`src/rtl/writeback_if.sv`:
```
// Bundle between execute/decode and the write-back buffer: result handshake,
// register file write port, bypass lookups and occupancy.
interface writeback_if #(
  parameter int N_REG_ADDR = 5,
  parameter int N_DATA     = 32
);
  logic                  in_valid;
  logic                  in_ready;
  logic [N_REG_ADDR-1:0] in_rd;
  logic [N_DATA-1:0]     in_data;
  logic                  rd_req;
  logic                  rd_stall;
  logic [N_REG_ADDR-1:0] rf_addr_3;
  logic                  rf_we_3;
  logic [N_DATA-1:0]     rf_wdata_3;
  logic [N_REG_ADDR-1:0] byp_addr_1;
  logic [N_REG_ADDR-1:0] byp_addr_2;
  logic                  byp_hit_1;
  logic                  byp_hit_2;
  logic [N_DATA-1:0]     byp_data_1;
  logic [N_DATA-1:0]     byp_data_2;
  logic [1:0]            count;

  modport master (
    output in_valid, in_rd, in_data, rd_req, byp_addr_1, byp_addr_2,
    input  in_ready, rd_stall, rf_addr_3, rf_we_3, rf_wdata_3,
           byp_hit_1, byp_hit_2, byp_data_1, byp_data_2, count
  );

  modport slave (
    input  in_valid, in_rd, in_data, rd_req, byp_addr_1, byp_addr_2,
    output in_ready, rd_stall, rf_addr_3, rf_we_3, rf_wdata_3,
           byp_hit_1, byp_hit_2, byp_data_1, byp_data_2, count
  );
endinterface

```
`src/rtl/writeback_stage.sv`:
```
// Two-entry write-back FIFO feeding the register file write port; writes yield
// to decode reads unless full, and buffered results are exposed for bypass.
module writeback_stage #(
  parameter int N_REG_ADDR = 5,
  parameter int N_DATA     = 32,
  parameter int DEPTH      = 2
) (
  input  logic        clk,
  input  logic        rst_n,
  writeback_if.slave  wb
);
  localparam logic [1:0] DEPTH_C = 2'(DEPTH);

  logic [N_REG_ADDR-1:0] rd_mem   [2];
  logic [N_DATA-1:0]     data_mem [2];
  logic                  head;
  logic                  tail;
  logic [1:0]            count_q;

  logic nonempty;
  logic full;
  logic push;
  logic pop;

  assign nonempty = (count_q != 2'd0);
  assign full     = (count_q == DEPTH_C);

  assign wb.in_ready = rst_n && (count_q < DEPTH_C);
  assign push        = wb.in_valid && wb.in_ready && (wb.in_rd != '0);
  assign pop         = nonempty && (!wb.rd_req || full);

  assign wb.rf_we_3    = pop;
  assign wb.rf_addr_3  = pop ? rd_mem[head]   : '0;
  assign wb.rf_wdata_3 = pop ? data_mem[head] : '0;
  assign wb.rd_stall   = wb.rd_req && pop;
  assign wb.count      = count_q;

  always_ff @(posedge clk or negedge rst_n) begin
    if (!rst_n) begin
      head    <= 1'b0;
      tail    <= 1'b0;
      count_q <= 2'd0;
    end else begin
      if (push) tail <= ~tail;
      if (pop)  head <= ~head;
      case ({push, pop})
        2'b10:   count_q <= count_q + 2'd1;
        2'b01:   count_q <= count_q - 2'd1;
        default: count_q <= count_q;
      endcase
    end
  end

  // Entry storage needs no reset: count gates every read of it.
  always_ff @(posedge clk) begin
    if (push) begin
      rd_mem[tail]   <= wb.in_rd;
      data_mem[tail] <= wb.in_data;
    end
  end

  // Youngest valid entry sits just behind tail; the older one is head when full.
  function automatic logic [N_DATA:0] lookup(
    input logic [N_REG_ADDR-1:0] addr,
    input logic                  y_ok,
    input logic [N_REG_ADDR-1:0] y_rd,
    input logic [N_DATA-1:0]     y_data,
    input logic                  o_ok,
    input logic [N_REG_ADDR-1:0] o_rd,
    input logic [N_DATA-1:0]     o_data
  );
    logic [N_DATA:0] r;
    r = '0;
    if (addr != '0) begin
      if (y_ok && (y_rd == addr))      r = {1'b1, y_data};
      else if (o_ok && (o_rd == addr)) r = {1'b1, o_data};
    end
    return r;
  endfunction

  logic [N_DATA:0] hit_1;
  logic [N_DATA:0] hit_2;

  always_comb begin
    hit_1 = lookup(wb.byp_addr_1, nonempty, rd_mem[~tail], data_mem[~tail],
                   full, rd_mem[head], data_mem[head]);
    hit_2 = lookup(wb.byp_addr_2, nonempty, rd_mem[~tail], data_mem[~tail],
                   full, rd_mem[head], data_mem[head]);
  end

  assign wb.byp_hit_1  = hit_1[N_DATA];
  assign wb.byp_data_1 = hit_1[N_DATA-1:0];
  assign wb.byp_hit_2  = hit_2[N_DATA];
  assign wb.byp_data_2 = hit_2[N_DATA-1:0];
endmodule
```
`src/flat_wrapper.sv`:
```
// flat-port wrapper written by rule: the top's interface ports become plain ports
module writeback_stage_flat 
#(
  parameter int N_REG_ADDR = 5,
  parameter int N_DATA     = 32,
  parameter int DEPTH      = 2
)
  (clk, rst_n, wb_in_valid, wb_in_rd, wb_in_data, wb_rd_req, wb_byp_addr_1, wb_byp_addr_2, wb_in_ready, wb_rd_stall, wb_rf_addr_3, wb_rf_we_3, wb_rf_wdata_3, wb_byp_hit_1, wb_byp_hit_2, wb_byp_data_1, wb_byp_data_2, wb_count);
  writeback_if #(.N_REG_ADDR(N_REG_ADDR), .N_DATA(N_DATA)) wb_i ();
  input  logic clk;
  input  logic rst_n;
  input wire logic [$bits(wb_i.in_valid)-1:0] wb_in_valid;
  input wire logic [$bits(wb_i.in_rd)-1:0] wb_in_rd;
  input wire logic [$bits(wb_i.in_data)-1:0] wb_in_data;
  input wire logic [$bits(wb_i.rd_req)-1:0] wb_rd_req;
  input wire logic [$bits(wb_i.byp_addr_1)-1:0] wb_byp_addr_1;
  input wire logic [$bits(wb_i.byp_addr_2)-1:0] wb_byp_addr_2;
  output wire logic [$bits(wb_i.in_ready)-1:0] wb_in_ready;
  output wire logic [$bits(wb_i.rd_stall)-1:0] wb_rd_stall;
  output wire logic [$bits(wb_i.rf_addr_3)-1:0] wb_rf_addr_3;
  output wire logic [$bits(wb_i.rf_we_3)-1:0] wb_rf_we_3;
  output wire logic [$bits(wb_i.rf_wdata_3)-1:0] wb_rf_wdata_3;
  output wire logic [$bits(wb_i.byp_hit_1)-1:0] wb_byp_hit_1;
  output wire logic [$bits(wb_i.byp_hit_2)-1:0] wb_byp_hit_2;
  output wire logic [$bits(wb_i.byp_data_1)-1:0] wb_byp_data_1;
  output wire logic [$bits(wb_i.byp_data_2)-1:0] wb_byp_data_2;
  output wire logic [$bits(wb_i.count)-1:0] wb_count;
  assign wb_i.in_valid = wb_in_valid;
  assign wb_i.in_rd = wb_in_rd;
  assign wb_i.in_data = wb_in_data;
  assign wb_i.rd_req = wb_rd_req;
  assign wb_i.byp_addr_1 = wb_byp_addr_1;
  assign wb_i.byp_addr_2 = wb_byp_addr_2;
  assign wb_in_ready = wb_i.in_ready;
  assign wb_rd_stall = wb_i.rd_stall;
  assign wb_rf_addr_3 = wb_i.rf_addr_3;
  assign wb_rf_we_3 = wb_i.rf_we_3;
  assign wb_rf_wdata_3 = wb_i.rf_wdata_3;
  assign wb_byp_hit_1 = wb_i.byp_hit_1;
  assign wb_byp_hit_2 = wb_i.byp_hit_2;
  assign wb_byp_data_1 = wb_i.byp_data_1;
  assign wb_byp_data_2 = wb_i.byp_data_2;
  assign wb_count = wb_i.count;
  writeback_stage #(.N_REG_ADDR(N_REG_ADDR), .N_DATA(N_DATA), .DEPTH(DEPTH)) u_core (.clk(clk), .rst_n(rst_n), .wb(wb_i));
endmodule
```
`config.mk`:
```
export PLATFORM = sky130hd
export DESIGN_NAME = writeback_stage_flat
export DESIGN_NICKNAME = d
export VERILOG_FILES = /design/src/rtl/writeback_if.sv /design/src/rtl/writeback_stage.sv /design/src/flat_wrapper.sv
export SDC_FILE = /design/constraint.sdc
export NUM_CORES = 1
export LEC_CHECK = 0
export CAP_MARGIN = 25
export CORE_MARGIN = 4
export CORE_UTILIZATION = 50
export DETAILED_ROUTE_END_ITERATION = 6
export HOLD_SLACK_MARGIN = 0.08
export PLACE_DENSITY = 0.95
export SKIP_LAST_GASP = 1
export SLEW_MARGIN = 10
export SYNTH_ARGS = -nofsm -noshare
export SYNTH_HDL_FRONTEND = slang
export SYNTH_SLANG_ARGS = --single-unit
```
`constraint.sdc`:
```
create_clock -name clk -period 7.9 [get_ports clk]
set_clock_uncertainty 0.05 [all_clocks]
set_input_delay 1.58 -clock clk [delete_from_list [all_inputs] [get_ports clk]]
set_output_delay 1.58 -clock clk [all_outputs]
set_load 0.01 [all_outputs]
```
==> results of run 1 <==
[logic make-up after synthesis]
kind of cell | after synthesis
buffers and inverters | 45
adders and majority gates | 1
and+or+nand+nor | 129
DFF | 78
AOI/OAI and AO/OA | 136
muxes | 42
xor gates and xnor gates | 25
[metal layers]
| metal | part of all wire [%] | vias up | routed length (µm) | track usage [%] |
|---|---|---|---|---|
| met5 | 0 | - | 0 | 0 |
| met4 | 2.0 | 0 | 290 | 11.53 |
| met3 | 8.8 | 30 | 1310 | 6.485 |
| met2 | 52 | 282 | 7712 | 47.71 |
| met1 | 37 | 2132 | 5513 | 30.41 |
| li1 | - | 1967 | - | - |
[sequential cells by signal, summed over array words and instances (netlist names)]
| signal | count |
|---|---|
| u_core.data_mem | 64 |
| u_core.head | 1 |
| u_core.rd_mem | 10 |
| u_core.tail | 1 |
| u_core.wb.count | 2 |
[layout by cell type, fill, tap and decap left out, types with 3 or more instances in the layout]
master / synthesis / layout
clkdlybuf4s50_1: 0 / 158
edfxtp_1: 74 / 74
nand3_1: 68 / 68
o21ai_1: 60 / 60
a21oi_1: 45 / 43
nor2_1: 43 / 41
mux2i_1: 40 / 40
a21oi_2: 21 / 21
xnor2_1: 14 / 14
xor2_1: 11 / 11
clkbuf_8: 0 / 9
buf_4: 0 / 7
inv_1: 5 / 5
o21ai_0: 4 / 4
bufinv_16: 0 / 4
or4_1: 3 / 3
buf_16: 0 / 3
dfrtp_1: 4 / 3
[worst reg2reg max path, stage by stage (launching register included)]
cell     delay (ps)
dfrtp_1         460
nor2_1          250
a21o_1          610
inv_1           150
ha_1            250
xnor2_1         130
nor2_1          130
xor2_1          170
[power groups by stage]
stage	registers, mW	logic [mW]	clock network (mW)
floorplan	0.542	0.680	0
global placement	0.554	1.07	0
detailed placement	0.558	1.12	0
CTS	0.549	1.12	0.399
global route	0.555	1.20	0.417
finish	0.550	1.12	0.396
[through the flow]
step	cells	setup WS (ps)	util [%]	hold slack, ps	total power, mW
2_1_floorplan	456	3517	-	501.7	1.222
3_3_place_gp	692	1656	68.42	497.1	1.627
3_5_place_dp	696	1759	69.54	513.3	1.674
4_1_cts	712	1737	72.46	527.6	2.071
5_1_grt	712	1565	72.46	572.7	2.175
6_report	712	1672	72.46	525.4	2.071
[cell type report]
| cell class | count | area [µm²] |
|---|---|---|
| Fill cell | 651 | 2532 |
| Sequential cell | 78 | 2323 |
| Multi-Input combinational cell | 333 | 2177 |
| Timing Repair Buffer | 169 | 1737 |
| Clock inverter | 7 | 145.1 |
| Tap cell | 111 | 138.9 |
| Clock buffer | 9 | 123.9 |
| Inverter | 5 | 18.77 |
[worst paths after layout]
path                                                startpoint                             end  slack, ps  cells after the start
worst max register to register  u_core.wb.count[0]$_DFFE_PN0P_  u_core.wb.count[1]$_DFFE_PN0P_       5620                      7
worst min register to register  u_core.wb.count[1]$_DFFE_PN0P_  u_core.wb.count[1]$_DFFE_PN0P_        530                      1
worst min-delay path            u_core.wb.count[1]$_DFFE_PN0P_  u_core.wb.count[1]$_DFFE_PN0P_        530                      1
min in group asynchronous                                rst_n  u_core.wb.count[1]$_DFFE_PN0P_       1400                      1
worst max-delay path                          wb_byp_addr_2[0]                wb_byp_data_2[0]       1670                      8
max in group asynchronous                                rst_n         u_core.head$_DFFE_PN0P_       6190                      1
==> impl_metrics.tcl, run 1 <==
set metrics [dict create \
    gp_congestion 0.8846 \
    grt_setup_unrepaired "false" \
    synth_simple_gate_area_share_pct 14.14 \
    grtUsageTotal_pct 26.77 \
    cts_buffers 9 \
    required_ps 6270 \
    muxShareOfSynthArea_pct 9.122 \
    cts.clk_slew.worst_paths_ps 80 \
    synth_enable_flop_cells 74 \
    drv_cap 0 \
    internal_power_mw 1.240 \
    layout-drive-gt1-share_pct 10.82 \
    clock_path_buffers 2 \
    synthCells 456 \
    core_mm2 0.009196 \
    cp_cell_sequence "clkdlybuf4s50_1, xor2_1, and4_1, nand3_1, buf_4, nand3_1, a21oi_1, clkdlybuf4s50_1" \
    cts_hold_buf 0 \
    ir_drop_mv 0.1711 \
    fmax_mhz 160.6 \
    switching_share_pct 40.10 \
    worst-path-buf-inv 3 \
    worstSetupEndpointType "output port" \
    area_growth_pct 42.06 \
    synth_xor_area_share_pct 4.668 \
    cts_tree "yes" \
    ant_nets 0 \
    cp_slowest_cell "nand3_1" \
    status "finished, final reports clean" \
    die_w_um 104.9 \
    synth_compound_area_share_pct 16.75 \
    fin_setup_tns_ps 0 \
    power_frac_seq_pct 26.6 \
    htreeDepth 3 \
    worstPathArrival_ps 4600 \
    power_density_mw_per_mm2 310.7 \
    first_global_vias 4681 \
    min_path_type "reg -> reg" \
    power_frac_comb_pct 54.3 \
    timing.final.crit_share_pct 78.83 \
    routed-via-count 4411 \
    yosysTopAreaCellShare_pct 47.37 \
    cts_resized 0 \
    finalMaxSlewViolations 0 \
    critical_path_class "in -> out" \
    ys.flop_type "edfxtp_1" \
    antenna_found_initial 0 \
    dpl.hpwl_um 9995 \
    synth.top_cells.by_count "74 x edfxtp_1, 68 x nand3_1, 60 x o21ai_1, 45 x a21oi_1, 43 x nor2_1" \
    synth_top_family_by_area "compound AO/OA/AOI/OAI gates" \
    num_io_pins 159 \
    cpLargestDelayFamily "buffers and inverters" \
    start_util_pct 51.01 \
    synth_fa_ha_area_share_pct 0.2667 \
    synth_fp_nets 508 \
    finalSetupViolCount 0 \
    power_frac_clock_pct 19.1 \
    drt_iter0_markers 343 \
    yosys.area.top_type "edfxtp_1" \
    final_cell_area_mm2 0.006664 \
    cpPeakStageDelay_ps 630 \
    avgSynthCellArea_um2 10.29 \
    die-height_um 104.9 \
    synth_area_leaders "edfxtp_1 47%, mux2i_1 8.5%, nand3_1 7.3%" \
    cp_max_fo 17 \
    wl_per_cell_um 20.82 \
    ys_ff_latch 78 \
    dieArea_mm2 0.01100 \
    grt_overflow 0 \
    nNetsFinal 648 \
    finalCriticalPeriod_ps 6228 \
    grt_pass1_wl_um 23470 \
    synth-async-reset-ratio_pct 5.128 \
    synth.most_common_cell "edfxtp_1" \
    synth_cell_types 33 \
    clock-sinks 78 \
    start_kind "input port" \
    slew_headroom_pct 34.95 \
    hold_viol_final 0 \
    power_switching_mw 0.8303 \
    cts_setup_buffers 0 \
    io_buffers 158 \
    grt_max_degree 42 \
    clk_latency_ps 340 \
    num_antenna_cells 0 \
    drc 0 \
    leakagePower_nw 2.307 \
    syn_area_mm2 0.004691 \
    cts-root-buf "clkbuf_8" \
    viasPerCell 6.195 \
    yosys_warnings 0 \
    drt_wl_total_um 14830 \
    dpl_cell_area_mm2 0.006395 \
    drtPass1Iterations 7 \
    ys_seq_area_share_pct 49.51 \
    worstMarginPinSlew_ps 973.6 \
    num_rows 35 \
]
(Power assumes the default switching activity.)
==> run 2: changes to the inputs <==
- CORE_UTILIZATION: 50 -> 46
- PLACE_DENSITY: 0.95 -> 0.91
- clock period: 7.9 -> 6.04 ns (I/O delays scaled with it)
==> impl_metrics.tcl, run 2 (synthesis results as in run 1) <==
set metrics [dict create \
    area_growth_pct 42.60 \
    cts_tree "yes" \
    reg2reg_slack_ps 3630 \
    holdCritStartpoint "u_core.wb.count[1]$_DFFE_PN0P_" \
    cp_common_cell "clkdlybuf4s50_1" \
    core_mm2 0.009864 \
    drc 0 \
    worstMarginPinSlew_ps 929.8 \
    worstPathArrival_ps 4120 \
    drt_iter0_markers 489 \
    dpl.hpwl_um 10660 \
    timing.final.crit_share_pct 88.96 \
    final_cell_mix "158 x clkdlybuf4s50_1, 74 x edfxtp_1, 68 x nand3_1, 60 x o21ai_1, 43 x a21oi_1" \
    cts_setup_buffers 0 \
    drv_cap 0 \
    worst-path-buf-inv 3 \
    finalMaxSlewViolations 0 \
    dieArea_mm2 0.01188 \
    finalSetupViolCount 0 \
    n_fill_cell 729 \
    min_path_type "reg -> reg" \
    num_io_pins 159 \
    io_buffers 158 \
    cp_cell_sequence "clkdlybuf4s50_1, xor2_1, nand4_2, o21ai_4, buf_4, nand3_1, a21oi_1, clkdlybuf4s50_1" \
    drt_wl_total_um 15160 \
    r2r-end "u_core.wb.count[1]$_DFFE_PN0P_" \
    leakagePower_nw 2.309 \
    largest_reg_flops 64 \
    first_global_vias 4690 \
    die_w_um 109.0 \
    fin_setup_tns_ps 0 \
    cts_resized 0 \
    worstSetupEndpointType "output port" \
    cp_max_fo 23 \
    grt_max_degree 34 \
    reg2reg_depth 7 \
    drtPass1Iterations 5 \
    power_density_mw_per_mm2 399.6 \
    grt_setup_unrepaired "false" \
    grt_pass1_wl_um 23430 \
    ir_drop_mv 0.1993 \
    dp_slack_ps 730.3 \
    final_util_pct 67.81 \
    antenna_found_initial 0 \
    critical_path_class "in -> out" \
    start_kind "input port" \
    hold_viol_final 0 \
    clk_latency_ps 340 \
    status "finished, final reports clean" \
    min_to "u_core.wb.count[1]$_DFFE_PN0P_" \
    wl_per_cell_um 20.51 \
    cts.clk_slew.worst_paths_ps 70 \
    fin_hold_ws_ps 518.0 \
    nNetsFinal 653 \
    cts_buffers 9 \
    cp_slowest_cell "o21ai_4" \
    die-height_um 109.0 \
    clock-sinks 78 \
    num_antenna_cells 0 \
    rr_startpoint "u_core.wb.count[0]$_DFFE_PN0P_" \
    min_path_cells 1 \
    clock_path_buffers 2 \
    finalWorstSetupSlack_ps 667.0 \
    num_rows 36 \
    cts-root-buf "clkbuf_8" \
    grtUsageTotal_pct 25.60 \
    gp_congestion 0.9679 \
    largest_register "u_core.data_mem" \
    layout-drive-gt1-share_pct 10.89 \
    viasPerCell 6.011 \
    fmax_mhz 186.1 \
    cpPeakStageDelay_ps 630 \
    slew_headroom_pct 37.92 \
    layout_commonest_cell "clkdlybuf4s50_1" \
    routed-via-count 4442 \
    finalCriticalPeriod_ps 5373 \
    htreeDepth 3 \
    ant_nets 0 \
    cts_hold_buf 0 \
    start_util_pct 47.55 \
    grt_overflow 0 \
    required_ps 4780 \
    cpLargestDelayFamily "buffers and inverters" \
]
[run 2: cell count changes in the layout (fill, tap and decap cells not counted), sizes merged]
cell / change
clkbuf: +2
buf: +5
bufinv: -1
clkinv: +1
clkinvlp: -1
inv: -1
[run 2: area by class of cell]
| class | count | area (µm²) | area share [%] |
|---|---|---|---|
| multi-input cells | 333 | 2192 | 32.77 |
| inverters | 5 | 18.77 | 0.2806 |
| flip-flops and latches | 78 | 2323 | 34.74 |
| clock buffers | 11 | 131.4 | 1.964 |
| clock inverters | 5 | 97.59 | 1.459 |
| repair buffers | 174 | 1759 | 26.30 |
| well taps | 133 | 166.4 | 2.488 |
[run 2: routing by layer]
metal  GRT usage [%]  wire, µm  share of wire (%)
met5               0         0                  0
met4           10.64       390                2.6
met3           4.973      1439                9.5
met2           46.54      7783                 51
met1           29.21      5541                 37
[run 2: stage by stage]
stage	total power, mW	instances	cell area, µm²
after global routing	2.812	739	6689
final	2.673	739	6689
after floorplan	1.599	456	4691
after detailed placement	2.221	723	6460
after global placement	2.151	720	6392
after CTS	2.676	739	6689
[run 2: how the worst max path moves through the flow]
stage	endpoint	slack, ps	startpoint	cells after the start
after floorplan	u_core.data_mem[0][0]$_DFFE_PP_	2290	rst_n	3
after global placement	wb_byp_data_1[2]	870	wb_byp_addr_1[0]	8
after detailed placement	wb_byp_data_1[10]	730	wb_byp_addr_1[0]	8
after CTS	wb_byp_data_1[10]	710	wb_byp_addr_1[0]	8
after global routing	wb_byp_data_2[2]	560	wb_byp_addr_2[3]	8
final	wb_byp_data_1[2]	670	wb_byp_addr_1[0]	8
[run 2: worst register-to-register path, delay by kind of cell, from the launching register on]
kind / cells / cell delay [ps]
AO/OA/AOI/OAI: 1 / 690
flip-flops: 1 / 480
AND/OR/NAND/NOR: 2 / 400
XOR/XNOR: 2 / 280
adder cells (fa/ha/maj): 1 / 260
buffers and inverters: 1 / 160
[run 2: power by group]
group	internal (mW)	switching (mW)
clock	0.272	0.180
combinational	0.653	0.829
sequential	0.662	0.0771
total	1.59	1.09
==> run 3: changes to the inputs <==
- CORE_MARGIN: 4 -> 2
- SLEW_MARGIN: 10 -> unset
==> impl_metrics.tcl, run 3 (synthesis results as in run 1) <==
set metrics [dict create \
    min_path_cells 1 \
    cp_max_fo 15 \
    status "finished, final reports clean" \
    grt_max_degree 34 \
    power_frac_clock_pct 13.2 \
    cts_buffers 9 \
    cpPeakStageDelay_ps 670 \
    worstSetupEndpointType "output port" \
    power_frac_comb_pct 56.9 \
    final_cell_mix "158 x clkdlybuf4s50_1, 74 x edfxtp_1, 68 x nand3_1, 60 x o21ai_1, 43 x a21oi_1" \
    cp_cell_sequence "clkdlybuf4s50_1, xor2_1, nand4_2, nor3_4, buf_4, o21ai_1, a21oi_1, clkdlybuf4s50_1" \
    grtUsageTotal_pct 26.94 \
    slew_headroom_pct 38.53 \
    cts_setup_buffers 0 \
    io_buffers 158 \
    seqCellArea_mm2 0.002323 \
    antenna_found_initial 0 \
    gp_congestion 0.9435 \
    leakagePower_nw 2.258 \
    internal_power_mw 1.454 \
    drtPass1Iterations 5 \
    core_mm2 0.009819 \
    clock-sinks 78 \
    cts-root-buf "clkbuf_8" \
    grt_pass1_wl_um 23280 \
    drv_cap 0 \
    finalCriticalPeriod_ps 5387 \
    drc 0 \
    cts_hold_buf 0 \
    grt_setup_unrepaired "false" \
    start_kind "input port" \
    grt_overflow 0 \
    viasPerCell 6.007 \
    reg2reg_depth 7 \
    routed-via-count 4433 \
    num_antenna_cells 0 \
    final_util_pct 67.07 \
    fmax_mhz 185.6 \
    drt_iter0_markers 436 \
    ir_drop_mv 0.1930 \
    first_global_vias 4613 \
    dieArea_mm2 0.01102 \
    hold_viol_final 0 \
    required_ps 4780 \
    cts_tree "yes" \
    htreeDepth 3 \
    layout-drive-gt1-share_pct 11.07 \
    worstPathArrival_ps 4130 \
    drt_wl_total_um 14970 \
    start_util_pct 47.77 \
    die-height_um 105.0 \
    power_switching_mw 1.084 \
    die_w_um 105.0 \
    largest_reg_flops 64 \
    fin_setup_tns_ps 0 \
    power_frac_seq_pct 29.9 \
    cp.depth 8 \
    dpl.hpwl_um 10380 \
    ant_nets 0 \
    cpLargestDelayFamily "buffers and inverters" \
    cp_common_cell "clkdlybuf4s50_1" \
    clock_path_buffers 2 \
    cp_slowest_cell "nor3_4" \
    timing.final.crit_share_pct 89.20 \
    worstMarginPinSlew_ps 920.7 \
    nNetsFinal 652 \
    clk_latency_ps 340 \
    finalSetupViolCount 0 \
    min_path_type "reg -> reg" \
    finalMaxSlewViolations 0 \
    cts.clk_slew.worst_paths_ps 70 \
    power_density_mw_per_mm2 385.4 \
    n_fill_cell 805 \
    num_rows 36 \
    num_io_pins 159 \
    area_growth_pct 40.41 \
    worst-path-buf-inv 3 \
    switching_share_pct 42.70 \
    wl_per_cell_um 20.29 \
    critical_path_class "in -> out" \
    cts_resized 0 \
    largest_register "u_core.data_mem" \
    multi_input_area_mm2 0.002177 \
    layout_commonest_cell "clkdlybuf4s50_1" \
]
[run 3: cell count changes in the layout (fill, tap and decap cells not counted), sizes merged]
cell,before,now
buf,16,15
bufinv,3,0
clkbuf,11,10
clkinvlp,0,4
[run 3: worst reg2reg max path: cells and delay by family (launching register included)]
family | cells | cell delay (ps)
AO/OA/AOI/OAI | 1 | 440
XOR/XNOR | 1 | 170
adder cells (fa/ha/maj) | 1 | 330
buffers and inverters | 2 | 560
flip-flops | 1 | 470
AND/OR/NAND/NOR | 2 | 420
[run 3: power groups by stage]
stage               clock network (mW)  logic [mW]  registers (mW)
floorplan                            0       0.889           0.710
CTS                              0.341        1.44           0.757
global route                     0.365        1.54           0.768
finish                           0.334        1.44           0.760
global placement                     0        1.37           0.765
detailed placement                   0        1.43           0.769
[run 3: final timing paths]
kind / startpoint / endpoint / slack, ps
min in group asynchronous: rst_n / u_core.wb.count[0]$_DFFE_PN0P_ / 1020
max in group asynchronous: rst_n / u_core.head$_DFFE_PN0P_ / 4720
hold reg to reg: u_core.wb.count[1]$_DFFE_PN0P_ / u_core.wb.count[1]$_DFFE_PN0P_ / 550
setup / recovery: wb_byp_addr_2[0] / wb_byp_data_2[24] / 650
hold / removal: u_core.wb.count[1]$_DFFE_PN0P_ / u_core.wb.count[1]$_DFFE_PN0P_ / 550
setup reg to reg: u_core.wb.count[0]$_DFFE_PN0P_ / u_core.wb.count[1]$_DFFE_PN0P_ / 3510
[run 3: area by class of cell]
class | count | share of cell area [%]
sequential | 78 | 35.28
multi-input combinational | 333 | 33.05
timing repair buffer | 173 | 26.33
tap | 133 | 2.527
clock buffer | 10 | 1.938
clock inverter | 6 | 0.5889
inverter | 5 | 0.2850
[run 3: per-stage QoR]
step / hold WS, ps / setup WS [ps] / instances / power (mW) / cell area [µm²]
2_1_floorplan: 501.7 / 2291 / 456 / 1.599 / 4691
3_3_place_gp: 500.4 / 825.6 / 720 / 2.138 / 6365
3_5_place_dp: 530.2 / 757.6 / 722 / 2.199 / 6420
4_1_cts: 546.4 / 731.1 / 738 / 2.536 / 6586
6_report: 549.4 / 652.5 / 738 / 2.538 / 6586
5_1_grt: 578.3 / 544.2 / 738 / 2.674 / 6586
[run 3: routing by layer]
metal  GRT usage, %  up-vias  part of all wire (%)
li1               -     1970                     -
met1          31.41     2117                    37
met2          48.28      312                    51
met3          5.864       34                   9.4
met4          10.10        0                   1.7
met5              0        -                     0
